[src/rtl/idac_cal_pkg.sv]
// Shared definitions for the IDAC SAR calibration controller.
package idac_cal_pkg;

  localparam int CODE_W = 8;
  localparam logic [CODE_W-1:0] IB_RST  = 8'h7F;
  localparam logic [CODE_W-1:0] IBF_RST = 8'h00;
  localparam logic [CODE_W-1:0] CODE_MID = 8'h80;

  localparam logic PH_COARSE = 1'b0;
  localparam logic PH_FINE   = 1'b1;

  typedef enum logic [2:0] {
    ST_IDLE   = 3'd0,
    ST_INIT   = 3'd1,
    ST_SETTLE = 3'd2,
    ST_DECIDE = 3'd3,
    ST_DONE   = 3'd4
  } state_t;

endpackage

[src/rtl/sync2.sv]
// Two-flop synchronizer for a single asynchronous bit.
module sync2 (
  input  logic clk,
  input  logic reset,
  input  logic d,
  output logic q
);

  logic meta;

  always_ff @(posedge clk) begin
    if (reset) begin
      meta <= 1'b0;
      q    <= 1'b0;
    end else begin
      meta <= d;
      q    <= meta;
    end
  end

endmodule

[src/rtl/idac_sar_cal.sv]
// Two-phase (coarse then fine) SAR calibration of the IDAC codes against
// a comparator; each trial bit waits SETTLE_CYCLES before it is decided.
//
// state  | meaning
// IDLE   | waiting for start, codes held
// INIT   | load first coarse trial (ib=80, ibf=00)
// SETTLE | DAC settling, counter running down
// DECIDE | keep/clear bit k, set next trial bit or change phase
// DONE   | one-cycle done pulse
module idac_sar_cal
  import idac_cal_pkg::*;
#(
  parameter int SETTLE_CYCLES = 16
) (
  input  logic              clk,
  input  logic              reset,
  input  logic              start,
  input  logic              abort,
  input  logic              cmp,
  output logic [CODE_W-1:0] ib,
  output logic [CODE_W-1:0] ibf,
  output logic              busy,
  output logic              done
);

  localparam logic [7:0] CNT_LOAD = 8'(SETTLE_CYCLES - 1);

  state_t            state;
  logic [7:0]        cnt;
  logic              phase;
  logic [2:0]        k;
  logic              cmp_s;
  logic [CODE_W-1:0] trial;

  sync2 u_sync (
    .clk  (clk),
    .reset(reset),
    .d    (cmp),
    .q    (cmp_s)
  );

  // Decided code for bit k, with the next trial bit already set when k > 0.
  always_comb begin
    trial = (phase == PH_FINE) ? ibf : ib;
    if (cmp_s) trial[k] = 1'b0;
    if (k != 3'd0) trial[k - 3'd1] = 1'b1;
  end

  always_ff @(posedge clk) begin
    if (reset) begin
      state <= ST_IDLE;
      ib    <= IB_RST;
      ibf   <= IBF_RST;
      cnt   <= 8'd0;
      phase <= PH_COARSE;
      k     <= 3'd0;
    end else if (state != ST_IDLE && abort) begin
      state <= ST_IDLE;
    end else begin
      case (state)
        ST_IDLE: begin
          if (start && !abort) state <= ST_INIT;
        end
        ST_INIT: begin
          ib    <= CODE_MID;
          ibf   <= 8'h00;
          phase <= PH_COARSE;
          k     <= 3'd7;
          cnt   <= CNT_LOAD;
          state <= ST_SETTLE;
        end
        ST_SETTLE: begin
          if (cnt == 8'd0) state <= ST_DECIDE;
          else             cnt   <= cnt - 8'd1;
        end
        ST_DECIDE: begin
          if (phase == PH_FINE) ibf <= trial;
          else                  ib  <= trial;
          if (k != 3'd0) begin
            k     <= k - 3'd1;
            cnt   <= CNT_LOAD;
            state <= ST_SETTLE;
          end else if (phase == PH_COARSE) begin
            phase <= PH_FINE;
            ibf   <= CODE_MID;
            k     <= 3'd7;
            cnt   <= CNT_LOAD;
            state <= ST_SETTLE;
          end else begin
            state <= ST_DONE;
          end
        end
        ST_DONE: state <= ST_IDLE;
        default: state <= ST_IDLE;
      endcase
    end
  end

  assign busy = (state == ST_INIT) || (state == ST_SETTLE) || (state == ST_DECIDE);
  assign done = (state == ST_DONE);

endmodule
[config.mk]
export PLATFORM = sky130hd
export DESIGN_NAME = idac_sar_cal
export DESIGN_NICKNAME = d
export VERILOG_FILES = /design/src/rtl/idac_cal_pkg.sv /design/src/rtl/sync2.sv /design/src/rtl/idac_sar_cal.sv
export SDC_FILE = /design/constraint.sdc
export NUM_CORES = 1
export LEC_CHECK = 0
export ABC_AREA = 0
export CAP_MARGIN = 30
export CORE_UTILIZATION = 58
export DETAILED_ROUTE_END_ITERATION = 8
export PLACE_DENSITY = 0.85
export SYNTH_ARGS = -nofsm -noshare
export SYNTH_HDL_FRONTEND = slang
export SYNTH_SLANG_ARGS = --single-unit
[constraint.sdc]
create_clock -name clk -period 5.1 [get_ports clk]
set_clock_uncertainty 0.1 [all_clocks]
set_input_delay 1.53 -clock clk [delete_from_list [all_inputs] [get_ports clk]]
set_output_delay 1.53 -clock clk [all_outputs]
set_load 0.1 [all_outputs]
==> impl_results.md <==
- Yosys top cell by area: dfxtp_1
- # H-tree levels: 2
- Cell Rows: 19
- Portion of netlist area occupied by mux cells: 4.17%
- Post-synthesis cell area: 1710 µm²
- Starting Density: 61.5%
- Fillers: 218
- Drt wl/cell: 17.0 µm
- N_diodes: 0
- Die area: 3170 µm²
- Post_cts resized: 0
- Pwr/cell area: 304 nW/µm²
- Mapped Avg Cell Area: 9.20 µm²
- CTS tree: yes
- Clk root buf: clkbuf_4
- Post-synthesis xor/xnor area fraction: 0%
- R2R depth: 6
- Pin count of the biggest net entering global routing: 26
- Cells after Synth: 186
- # DRC: 0
- Synth top area share: 38.6%
- Routability cong.: 0.831
- Worst r2r src: k[0]
- Clk pin slew, worst setup/hold paths: 100 ps
- Arrival time worst endpoint: 2290 ps
- Nets: 215
- Min Tclk post-route: 3920 ps
- Crit Path Max Fanout: 8
- Maxcap violations: 0
- Die W: 56.3 µm
- Sequential share of the synthesized area: 38.6%
- Input/output buffers: 22
- Total grt overflow: 0
- Hold WS: 360 ps
- Hold Path Stages: 1
- TNS Setup: 0 ps
- Clock sinks: 33
- Adder-Cell Fraction of Synth Area: 2.92%
- Vias in the first global route: 1518
- Total power: 0.620 mW
- Hold path startpoint: u_sync.meta
- CP endpoint kind: output pin
- Synth async-reset ratio: 0%
- Worst skew pair latency: 350 ps
- Die Y: 56.3 µm
- Peak supply drop: 0.332 mV
- Setup crit start kind: register
- Post-route ant nets: 0
- Synthesis Warnings: 0
- Setup Viol. Count Final: 0
- Core area: 2780 µm²
- Hold Buf Count CTS: 0
- Area grow syn2layout: 19.1%
- Number of flops mapped to enable cells by yosys: 0
- Most frequent cells in the layout: dfxtp_1, clkdlybuf4s50_1, nor2_1
- Maximum clock frequency: 255 MHz
- Num CTS Buffers: 5
- Post-CTS Setup Bufs: 0
- Design area: 2040 µm²
- Post-Synth Simple-Gate Area: 23.0%
- CP Class: reg -> out
- Syn Nets: 195
- DRT Pass-1 Iters: 4
- Final Max Slew Viols: 0
- Required arrival time at the worst endpoint: 3470 ps
- Initial antenna violation count: 0
- Largest family of logic cells by synthesized area: compound AO/OA/AOI/OAI gates
- Tcrit/Tclk final: 76.8%
- Final wirelength: 4050 µm
- Final Hold Violating Endpoints: 0
- Post-synth top flop: dfxtp_1
- Placed instance area: 1940 µm²
- Tightest Hold Check Type: reg -> reg
- Headroom to the max-slew limit: 35.1%
- Distinct cells, synth: 47
- Total number of vias: 1605
- Layout Cells excl Fill: 238
- Synth Area in Compound Gates: 28.0%
- Cells after DPL: 230
- Global-route wire length before repair: 6760 µm
- Total GRT Usage: 27.1%
- Clk buf depth: 2
- Launch point of the worst path: state[0]
- Most common cell after layout, fill and taps aside: dfxtp_1
- DR vias/cell: 6.74
- Initial drt markers: 66
- Seq cells post-synth: 33
- Layout cells sized above 1: 10.6%
- Tightest Pin Transition: 971 ps
- Unrepaired setup endpoints after global routing: false
- I/O pins: 23
- HPWL Detailed: 2790 µm
- Status: finished clean
- Synth area leaders: dfxtp_1, o221a_2, a221o_1
- Leakage: 0.697 nW
[worst max-delay path, cell delays in order, from the launching register on]
cell and delay (ps):
dfxtp_1 390, nor2_1 260, and2_1 170, clkdlybuf4s50_1 1120
[layout make-up]
type,instances,area [µm²],area share [%]
Sequential cell,33,661,32.4
Inverter,6,22.5,1.10
Multi-Input combinational cell,138,993,48.7
Clock inverter,3,65.1,3.19
Clock buffer,5,37.5,1.84
Tap cell,31,38.8,1.90
Timing Repair Buffer,22,220,10.8
[flip-flops by register name, indices dropped and copies added (netlist names)]
name         cells
cnt              8
ib               8
ibf              8
k                3
phase            1
state            3
u_sync.meta      1
u_sync.q         1
[metrics by stage]
stage	utilization, %	setup slack, ps
4_1_cts	73.3	1180
3_5_place_dp	69.6	1500
3_3_place_gp	69.6	1610
6_report	73.3	1180
2_1_floorplan	-	1700
5_1_grt	73.3	1120
[synth_stat cells, types with 2 or more instances]
cell type,instances
a221oi_1,4
and2_1,3
or4b_1,4
nor4b_1,2
o21ai_0,4
nand3_1,3
nand2b_1,2
nand2_1,10
nor3b_1,2
o41ai_1,3
o22ai_1,4
a21oi_1,11
a221o_1,6
a211oi_1,5
dfxtp_1,33
clkbuf_1,8
o32ai_1,2
a311oi_1,3
or4_1,2
inv_1,6
nor2b_1,6
o21ba_2,2
mux2i_1,6
nor3_1,8
or3_1,3
o221a_2,6
nor2_1,15
ha_1,4
[report_power, final]
group	internal, mW	leakage (nW)	switching (mW)	total, mW
clock	0.152	0.0552	0.0945	0.246
combinational	0.0342	0.373	0.0618	0.0960
sequential	0.266	0.268	0.0115	0.278
total	0.452	0.697	0.168	0.620
[cell families (layout without fill, tap and decap cells)]
kind of cell               Yosys count  count (layout)
and+or+nand+nor                     67              67
AOI/OAI and AO/OA                   60              60
DFF                                 33              33
buffers and inverters               15              36
muxes                                7               7
adders and majority gates            4               4
[worst paths after layout]
path / end / slack [ps]
max reg2reg: ibf[4] / 2240
max: done / 1180
min: u_sync.q / 360
min reg2reg: u_sync.q / 360
[metal layers]
metal / wire length (µm) / vias up / part of all wire [%] / GRT usage, %
met1: 1930 / 767 / 48 / 37.3
met2: 1820 / 59 / 45 / 41.5
met5: 0 / - / 0 / 0
met4: 48 / 0 / 1.2 / 8.36
met3: 264 / 7 / 6.5 / 7.37
li1: - / 772 / - / -
(Power assumes the default switching activity.)
